## config.mk

```make
export PLATFORM = sky130hd
export DESIGN_NAME = orb_match_scheduler
export DESIGN_NICKNAME = d
export VERILOG_FILES = /design/src/rtl/orb_sched_pkg.sv /design/src/rtl/orb_bank_tracker.sv /design/src/rtl/orb_match_scheduler.sv
export SDC_FILE = /design/constraint.sdc
export NUM_CORES = 1
export LEC_CHECK = 0
export BUFFER_PORTS_ARGS = -buffer_cell sky130_fd_sc_hd__clkbuf_2
export CORE_MARGIN = 2
export CORE_UTILIZATION = 35
export CTS_CLUSTER_SIZE = 10
export DETAILED_ROUTE_END_ITERATION = 10
export PLACE_DENSITY_LB_ADDON = 0.05
export SLEW_MARGIN = 20
export SYNTH_ARGS = -nofsm -noshare
export SYNTH_HDL_FRONTEND = slang
export SYNTH_HIERARCHICAL = 1
export SYNTH_SLANG_ARGS = --single-unit
```

## constraint.sdc

```tcl
create_clock -name i_clk -period 7.8 [get_ports i_clk]
set_input_delay 1.56 -clock i_clk [delete_from_list [all_inputs] [get_ports i_clk]]
set_output_delay 1.56 -clock i_clk [all_outputs]
set_load 0.005 [all_outputs]
```

## src/rtl/orb_sched_pkg.sv

```systemverilog
// Shared types for the ORB ping-pong match scheduler: bank and scheduler state encodings.
package orb_sched_pkg;

  localparam int PRA_NUM_BANKS = 2;

  typedef enum logic [1:0] {
    BANK_EMPTY,
    BANK_FILLING,
    BANK_FULL,
    BANK_READING
  } bank_state_e;

  typedef enum logic [2:0] {
    SCH_IDLE,
    SCH_CHECK,
    SCH_OFFER,
    SCH_RUN,
    SCH_RELEASE
  } sched_state_e;

  function automatic logic bank_writable(input bank_state_e s);
    return (s == BANK_EMPTY) || (s == BANK_FILLING);
  endfunction

endpackage

```

## src/rtl/orb_bank_tracker.sv

```systemverilog
// One ping-pong bank: left/right fill flags, latched feature counts, bank state,
// and the accept/drop decision for frames aimed at this bank.
module orb_bank_tracker
  import orb_sched_pkg::*;
#(
  parameter int PRA_LEN_WIDTH = 16
) (
  input  logic                     i_clk,
  input  logic                     i_rst_n,
  input  logic [1:0]               i_done,
  input  logic [PRA_LEN_WIDTH-1:0] i_count_0,
  input  logic [PRA_LEN_WIDTH-1:0] i_count_1,
  input  logic                     i_set_reading,
  input  logic                     i_set_empty,
  output bank_state_e              o_state,
  output logic [PRA_LEN_WIDTH-1:0] o_count_0,
  output logic [PRA_LEN_WIDTH-1:0] o_count_1,
  output logic [1:0]               o_drop,
  output logic                     o_to_full
);

  bank_state_e              state_q, state_d;
  logic [1:0]               flag_q, flag_d;
  logic [1:0]               accept;
  logic                     writable;
  logic [PRA_LEN_WIDTH-1:0] cnt0_q, cnt0_d, cnt1_q, cnt1_d;

  always_comb begin
    writable  = bank_writable(state_q);
    // A side may write once per fill; FULL/READING banks refuse everything.
    accept    = i_done & ~flag_q & {2{writable}};
    o_drop    = i_done & ~accept;
    flag_d    = flag_q | accept;
    cnt0_d    = accept[0] ? i_count_0 : cnt0_q;
    cnt1_d    = accept[1] ? i_count_1 : cnt1_q;
    state_d   = state_q;
    o_to_full = 1'b0;
    if (writable) begin
      if (&flag_d) begin
        state_d   = BANK_FULL;
        o_to_full = 1'b1;
      end else if (|flag_d) begin
        state_d = BANK_FILLING;
      end
    end
    if (i_set_reading) state_d = BANK_READING;
    if (i_set_empty) begin
      state_d = BANK_EMPTY;
      flag_d  = '0;
      cnt0_d  = '0;
      cnt1_d  = '0;
    end
  end

  always_ff @(posedge i_clk) begin
    if (!i_rst_n) begin
      state_q <= BANK_EMPTY;
      flag_q  <= '0;
      cnt0_q  <= '0;
      cnt1_q  <= '0;
    end else begin
      state_q <= state_d;
      flag_q  <= flag_d;
      cnt0_q  <= cnt0_d;
      cnt1_q  <= cnt1_d;
    end
  end

  assign o_state   = state_q;
  assign o_count_0 = cnt0_q;
  assign o_count_1 = cnt1_q;

endmodule

```

## src/rtl/orb_match_scheduler.sv

```systemverilog
// Ping-pong bank scheduler between the left/right ORB extractors and the matcher.
// Optional watchdog on OFFER/RUN enabled by defining ORB_MATCH_WATCHDOG_EN (adds o_timeout).
module orb_match_scheduler
  import orb_sched_pkg::*;
#(
  parameter int PRA_LEN_WIDTH  = 16,
  parameter int PRA_DROP_WIDTH = 8
`ifdef ORB_MATCH_WATCHDOG_EN
  ,
  parameter int PRA_TIMEOUT_CYCLES = 2000000
`endif
) (
  input  logic                      i_clk,
  input  logic                      i_rst_n,
  input  logic                      i_wr_0_frame_done,
  input  logic [PRA_LEN_WIDTH-1:0]  i_wr_0_count,
  output logic                      o_wr_0_bank,
  input  logic                      i_wr_1_frame_done,
  input  logic [PRA_LEN_WIDTH-1:0]  i_wr_1_count,
  output logic                      o_wr_1_bank,
  output logic                      o_orb_0_ready,
  output logic                      o_orb_1_ready,
  input  logic                      i_orb_0_ready_ack,
  input  logic                      i_orb_1_ready_ack,
  output logic [PRA_LEN_WIDTH-1:0]  o_orb_0_valid_length,
  output logic [PRA_LEN_WIDTH-1:0]  o_orb_1_valid_length,
  output logic                      o_rd_bank,
  input  logic                      i_match_end,
  output logic                      o_busy,
  output logic [PRA_DROP_WIDTH-1:0] o_drop_count,
  output logic [PRA_DROP_WIDTH-1:0] o_skip_count,
`ifdef ORB_MATCH_WATCHDOG_EN
  output logic                      o_timeout,
`endif
  output sched_state_e              o_dbg_state
);

  // Handshake: ready stays high with stable lengths until a cycle where both acks
  // are high; that cycle is the transfer and ready falls on the following edge.

  sched_state_e              state_q, state_d;
  logic                      wr_bank_q, wr_bank_d;
  logic                      rd_bank_q, rd_bank_d;
  logic                      age_q, age_d;
  logic                      ready_q, ready_d;
  logic [PRA_LEN_WIDTH-1:0]  len0_q, len0_d, len1_q, len1_d;
  logic [PRA_DROP_WIDTH-1:0] drop_q, drop_d, skip_q, skip_d;
  logic [PRA_DROP_WIDTH:0]   drop_sum;
  logic [1:0]                drop_any;
  logic [1:0]                drop_inc;
  logic                      skip_inc;
  logic                      full_0, full_1;
  logic [PRA_LEN_WIDTH-1:0]  cur_cnt0, cur_cnt1;

  bank_state_e               bank_state [PRA_NUM_BANKS];
  logic [PRA_LEN_WIDTH-1:0]  bank_cnt0  [PRA_NUM_BANKS];
  logic [PRA_LEN_WIDTH-1:0]  bank_cnt1  [PRA_NUM_BANKS];
  logic [1:0]                bank_drop  [PRA_NUM_BANKS];
  logic [PRA_NUM_BANKS-1:0]  bank_to_full;
  logic [PRA_NUM_BANKS-1:0]  set_reading;
  logic [PRA_NUM_BANKS-1:0]  set_empty;

  for (genvar b = 0; b < PRA_NUM_BANKS; b++) begin : g_bank
    logic [1:0] done_hit;
    assign done_hit = {i_wr_1_frame_done, i_wr_0_frame_done} & {2{wr_bank_q == 1'(b)}};

    orb_bank_tracker #(
      .PRA_LEN_WIDTH(PRA_LEN_WIDTH)
    ) u_bank (
      .i_clk        (i_clk),
      .i_rst_n      (i_rst_n),
      .i_done       (done_hit),
      .i_count_0    (i_wr_0_count),
      .i_count_1    (i_wr_1_count),
      .i_set_reading(set_reading[b]),
      .i_set_empty  (set_empty[b]),
      .o_state      (bank_state[b]),
      .o_count_0    (bank_cnt0[b]),
      .o_count_1    (bank_cnt1[b]),
      .o_drop       (bank_drop[b]),
      .o_to_full    (bank_to_full[b])
    );
  end

`ifdef ORB_MATCH_WATCHDOG_EN
  localparam int WD_W = $clog2(PRA_TIMEOUT_CYCLES + 1);
  logic [WD_W-1:0] wd_q, wd_d;
  logic            timeout_q, timeout_d;
`endif

  always_comb begin
    full_0    = (bank_state[0] == BANK_FULL);
    full_1    = (bank_state[1] == BANK_FULL);
    cur_cnt0  = bank_cnt0[rd_bank_q];
    cur_cnt1  = bank_cnt1[rd_bank_q];
    drop_any  = bank_drop[0] | bank_drop[1];
    drop_inc  = {1'b0, drop_any[0]} + {1'b0, drop_any[1]};
    drop_sum  = {1'b0, drop_q} + (PRA_DROP_WIDTH + 1)'(drop_inc);
    drop_d    = drop_sum[PRA_DROP_WIDTH] ? '1 : drop_sum[PRA_DROP_WIDTH-1:0];

    // Writers move on to the other bank as soon as the current one completes.
    wr_bank_d = wr_bank_q ^ (|bank_to_full);
    // The age bit only moves when the newly full bank has no older FULL rival.
    age_d     = age_q;
    if (bank_to_full[0] && !full_1) age_d = 1'b0;
    if (bank_to_full[1] && !full_0) age_d = 1'b1;

    state_d     = state_q;
    rd_bank_d   = rd_bank_q;
    ready_d     = ready_q;
    len0_d      = len0_q;
    len1_d      = len1_q;
    set_reading = '0;
    set_empty   = '0;
    skip_inc    = 1'b0;

    case (state_q)
      SCH_IDLE: begin
        if (full_0 || full_1) begin
          rd_bank_d = (full_0 && full_1) ? age_q : full_1;
          state_d   = SCH_CHECK;
        end
      end
      SCH_CHECK: begin
        if (cur_cnt0 == '0 || cur_cnt1 == '0) begin
          set_empty[rd_bank_q] = 1'b1;
          skip_inc             = 1'b1;
          state_d              = SCH_IDLE;
        end else begin
          len0_d                 = cur_cnt0;
          len1_d                 = cur_cnt1;
          ready_d                = 1'b1;
          set_reading[rd_bank_q] = 1'b1;
          state_d                = SCH_OFFER;
        end
      end
      SCH_OFFER: begin
        if (i_orb_0_ready_ack && i_orb_1_ready_ack) begin
          ready_d = 1'b0;
          state_d = SCH_RUN;
        end
      end
      SCH_RUN: begin
        if (i_match_end) state_d = SCH_RELEASE;
      end
      SCH_RELEASE: begin
        set_empty[rd_bank_q] = 1'b1;
        len0_d               = '0;
        len1_d               = '0;
        state_d              = SCH_IDLE;
      end
      default: state_d = SCH_IDLE;
    endcase

    skip_d = (skip_inc && skip_q != '1) ? skip_q + PRA_DROP_WIDTH'(1) : skip_q;

`ifdef ORB_MATCH_WATCHDOG_EN
    timeout_d = 1'b0;
    wd_d      = '0;
    if (state_q == SCH_OFFER || state_q == SCH_RUN) begin
      wd_d = wd_q + WD_W'(1);
      if (wd_q == WD_W'(PRA_TIMEOUT_CYCLES - 1)) begin
        state_d   = SCH_RELEASE;
        ready_d   = 1'b0;
        timeout_d = 1'b1;
        wd_d      = '0;
      end
    end
`endif
  end

  always_ff @(posedge i_clk) begin
    if (!i_rst_n) begin
      state_q   <= SCH_IDLE;
      wr_bank_q <= 1'b0;
      rd_bank_q <= 1'b0;
      age_q     <= 1'b0;
      ready_q   <= 1'b0;
      len0_q    <= '0;
      len1_q    <= '0;
      drop_q    <= '0;
      skip_q    <= '0;
    end else begin
      state_q   <= state_d;
      wr_bank_q <= wr_bank_d;
      rd_bank_q <= rd_bank_d;
      age_q     <= age_d;
      ready_q   <= ready_d;
      len0_q    <= len0_d;
      len1_q    <= len1_d;
      drop_q    <= drop_d;
      skip_q    <= skip_d;
    end
  end

`ifdef ORB_MATCH_WATCHDOG_EN
  always_ff @(posedge i_clk) begin
    if (!i_rst_n) begin
      wd_q      <= '0;
      timeout_q <= 1'b0;
    end else begin
      wd_q      <= wd_d;
      timeout_q <= timeout_d;
    end
  end
  assign o_timeout = timeout_q;
`endif

  assign o_wr_0_bank          = wr_bank_q;
  assign o_wr_1_bank          = wr_bank_q;
  assign o_orb_0_ready        = ready_q;
  assign o_orb_1_ready        = ready_q;
  assign o_orb_0_valid_length = len0_q;
  assign o_orb_1_valid_length = len1_q;
  assign o_rd_bank            = rd_bank_q;
  assign o_busy               = (state_q == SCH_OFFER) || (state_q == SCH_RUN);
  assign o_drop_count         = drop_q;
  assign o_skip_count         = skip_q;
  assign o_dbg_state          = state_q;

endmodule
```

* After elaboration in Yosys (flattened, before gate mapping)
Index checks and enable logic that the tools add are counted.
Word-level totals: register bits 127, input bits 39, output and inout port bits 57, logic and storage cells 135
Operators by class: $add $sub $neg 3, order comparisons 3, eq/ne operators 13, muxes and demuxes 42, bitwise gates (word level) 19, reductions and logical operators 38
Operators by type and width (number):
- $mux W16 | 8
- $pmux W16 S2 | 2
- $logic_not A16 Y1 | 2
- $mux W2 | 12
- $and A2 B2 Y2 | 8
- $mux W1 | 12
- $pmux W3 S4 | 1
- $reduce_and A2 Y1 | 6
- $reduce_bool A2 Y1 | 5
- $reduce_or A2 Y1 | 5
- $add A8 B2 Y9 | 1
- $mux W3 | 3
- $add A8 B1 Y8 const B | 1
- $mux W8 | 1
- $ne A2 B2 Y1 const B | 4
- $ne A8 B8 Y1 const B | 1
- $not A2 Y2 | 4
- $eq A3 B2 Y1 const B | 2
- $logic_and A1 B1 Y1 | 6
- $or A2 B2 Y2 | 3
- $reduce_and A3 Y1 | 2
- $reduce_bool A3 Y1 | 2
- $logic_or A1 B1 Y1 | 5
- $eq A2 B1 Y1 const B | 2
- other kinds (16) | 20

* Logic depth before layout (Yosys ltp)
depth after elaboration 11, gate-level depth with buffers 14, gate-level depth less buffers 12

* Modules after synthesis
The synthesis kept the hierarchy.
By module, submodules not included:
- orb_match_scheduler | times used 1, cells an instance 349, area each 3017.9 um^2, seq. area each 1101.1 um^2
- orb_bank_tracker | times used 2, cells an instance 163, area each 1345.0 um^2, seq. area each 720.7 um^2

* Least setup slack after synthesis
OpenSTA, ideal clock, no wires.
kind input -> register, from in i_wr_0_frame_done, to reg drop_q[1] (netlist: o_drop_count[1]), library setup time 0.132 ns, data arrival time 3.655 ns, data required time 7.668 ns, path slack 4.012 ns, stages 14, buffers on the path 2, cell sequence nor2b_1 or3b_1 buf_6 buf_8 and2_1 nor2_1 fa_1 inv_1 ha_1 nand3_1 inv_1 and3_1 nand3_1 a21oi_1
RTL lines:
- from (decl) | RTL line orb_match_scheduler.sv:15 | input logic i_wr_0_frame_done,
- to (signal assigned) | RTL line orb_match_scheduler.sv:191 | drop_q <= drop_d;
- to (decl) | RTL line orb_match_scheduler.sv:47 | logic [PRA_DROP_WIDTH-1:0] drop_q, drop_d, skip_q, skip_d;

==> results.toml <==
[clocking]
cts_setup_buffers = 0
cts_sinks = 127
insertion_delay_ns = 0.42
root_buffer = "clkbuf_16"
cts_tree = "done"
cts_buffer_depth = 2
cts_buffers = 17
cts_resized = 0
cts_htree_levels = 4
postCtsHoldBufs = 0
clk_pin_slew_ns = 0.05

[power]
cellLeakagePower_nw = 2.66
vdd.ir_drop.worst_uv = 162
power_w = 0.00223
powerDensity_mw_per_mm2 = 330

[die]
io_pins = 96
coreArea_mm2 = 0.0159
num_rows = 46
start_util_pct = 35.9
die_area_mm2 = 0.0173
die_w_um = 132
dieHeight_um = 132

[placed_design]
routabilityCongestion = 0.759
port-buffer-count = 95
hpwlAfterDp_mm = 9.94

[logic_synthesis]
syn-num-nets = 717
syn_area_per_cell_um2 = 8.46
ys.warnings.count = 6
syn-cell-area_mm2 = 0.00571
synth_ff_type = "dfxtp_1"
seq_area_frac_synth_pct = 44.5
synth-edff-count = 0
synth_seq_cells = 127
synthCells = 675
ys_types = 54
async_reset_ff_share_pct = 0

[critical_path]
cp.arrival_ns = 4.18
path_cells = "clkbuf_2 > nor2b_1 > or3b_1 > and2_1 > nor2_1 > fa_1 > inv_1 > ha_1 > nand3_1 > inv_1 > and3_1 > nand3_1 > a21oi_1"
crit_buf_inv = 3
cp_top_family = "simple AND/OR/NAND/NOR gates"
max_stage_delay_ns = 0.69
cp.required_ns = 8.08
crit_path_end_kind = "register"
path_class = "in2reg"
worstSetupStartpointType = "input pin"
crit_slowest_cell = "or3b_1"
crit_fanout = 17

[sta]
fin_tns_setup_ns = 0
finalHoldViolations = 0
rsz0062_at_grt = "false"
finClkSkew_ns = 0.0134
finalMaxSlewViolations = 0
tightest_slew_ns = 1.03
setup_violations = 0
slew_headroom_pct = 31.2
max_freq_ghz = 0.256
layout_min_cycle_time_ns = 3.90
period_share_pct = 50.0

[grt]
grt.busiest_layer = "met2"
grt_pass1_wl_mm = 24.7
use_met1_pct = 23.0
antenna_found_initial = 0
grt_overflow = 0
use_met3_pct = 4.75
track_usage_pct = 18.0
grtUsageMet2_pct = 29.4
grt_pass1_vias = 4669
grt_max_degree = 47

[job]
max_cap_viol_count = 0

[route]
first_iter_violations = 178
dr.pass1.iters = 4
routed_wl_mm = 15.1
drtAntennaViolNets = 0
drc = 0
routedWlPerCell_um = 15.5
num_vias = 4776
via_per_inst = 4.89

[finish]
drive_above_1_share_pct = 22.5
syn2layout_area_growth_pct = 18.6
nets = 791
diodes = 0

[hold_path]
worstHoldPathType = "reg2reg"

[run_status]
status = "finished clean"
==> cell usage in the layout (no fill, tap or decap), drive strengths merged, types with 4 or more instances in the layout <==
cell type	Yosys	routed
nor4	11	11
nand2b	6	6
nor3b	6	6
a21oi	80	80
o21ai	7	7
clkbuf	17	119
inv	9	9
nand2	201	201
clkinv	1	5
nand4	5	5
and2	8	8
or3	4	4
nor2	32	32
mux2	32	32
nor3	13	13
dfxtp	127	127
nand3	9	9
or3b	5	5
mux2i	33	33
and3	4	4
==> final cells by class <==
class | count | area, um2
clock inverters | 7 | 110
clock buffers | 24 | 472
flip-flops and latches | 127 | 2540
multi-input cells | 495 | 2840
well taps | 216 | 270
fillers | 1663 | 9110
repair buffers | 98 | 498
inverters | 10 | 37.5
==> state kept, by name (all words and copies together) (netlist names), 3 cells and up <==
register and flops:
g_bank.u_bank/o_count_0 32, g_bank.u_bank/flag_q 4, o_dbg_state 3, g_bank.u_bank/o_count_1 32
o_orb_0_valid_length 16, o_skip_count 8, g_bank.u_bank/o_state 4, o_orb_1_valid_length 16
o_drop_count 8
==> stage by stage <==
| step | setup slack [ns] | utilization [%] | instance area (um2) | hold WS, ns | std cells |
|---|---|---|---|---|---|
| 2_1_floorplan | 4.01 | - | 5710 | 0.441 | 675 |
| 3_3_place_gp | 3.49 | 39.0 | 6190 | 0.442 | 946 |
| 3_5_place_dp | 3.46 | 39.0 | 6190 | 0.447 | 946 |
| 4_1_cts | 3.90 | 42.6 | 6770 | 0.458 | 977 |
| 5_1_grt | 3.69 | 42.6 | 6770 | 0.473 | 977 |
| 6_report | 3.90 | 42.6 | 6770 | 0.453 | 977 |
==> worst paths after layout <==
path                                start  cells past startpoint  slack [ns]                     endpoint
hold reg to reg   o_orb_1_valid_length[6]                      2        0.45      o_orb_1_valid_length[6]
hold / removal    o_orb_1_valid_length[6]                      2        0.45      o_orb_1_valid_length[6]
setup reg to reg                o_rd_bank                      9        4.54  g_bank[0].u_bank/o_state[0]
setup / recovery        i_wr_0_frame_done                     13        3.90              o_drop_count[3]
==> power by group <==
part	internal [W]	switching, W
clock network	0.000515	0.000273
registers	0.000748	0.0000950
logic	0.000246	0.000356
total	0.00151	0.000724
==> cell usage after synthesis, types with 2 or more instances <==
cell      count  share of area (%)
and3_1        4               0.44
nor2b_1       2               0.22
clkbuf_1     17                1.1
inv_1         9               0.59
nor4_1       11                1.2
nand2b_1      6               0.66
nor3b_4       4                1.3
nand3_1       9               0.79
o22ai_1       2               0.22
ha_1          2               0.44
o21a_1        3               0.39
or4_1         3               0.39
buf_1         2               0.13
buf_8         4                1.1
nor4b_1       2               0.31
a22oi_1       2               0.26
nor3b_1       2               0.26
buf_4         4               0.53
nand2_1     201                 13
xnor2_1       2               0.31
xor2_1        3               0.46
mux2_2       32                6.3
a31oi_1       2               0.22
and2_1        8               0.88
mux2i_1      33                5.8
dfxtp_1     127                 45
o31ai_1       3               0.39
or3_1         3               0.33
buf_2         7               0.61
nor2_1       32                2.1
buf_6         9                1.8
or3b_1        4               0.61
nor3_1       13                1.1
o21ai_0       5               0.44
a21oi_1      80                7.0
nand4_1       5               0.55
==> worst register-to-register path, cell delays in order (launching register included) <==
cell	delay (ns)
dfxtp_2	0.31
buf_4	0.51
nor4b_1	0.51
nand4_1	0.15
nand2_1	0.16
a22oi_1	0.18
o21ai_0	0.22
nor3b_1	0.21
nand2b_2	0.71
nor3_1	0.16
==> cell families after synthesis <==
logic type | Yosys count | share of synthesized area (%)
flops | 127 | 44.5
mux | 65 | 12.1
simple gates | 317 | 25.7
xor+xnor | 5 | 0.767
compound gates | 105 | 10.3
fa+ha+maj | 3 | 0.789
buf+inv | 53 | 5.87
==> metal layers <==
| metal | up-vias | routed length (um) |
|---|---|---|
| met2 | 105 | 7230 |
| met4 | 0 | 172 |
| li1 | 2437 | - |
| met5 | - | 0 |
| met3 | 16 | 700 |
| met1 | 2218 | 7000 |
No activity file was read; power rests on OpenSTA's default activity.
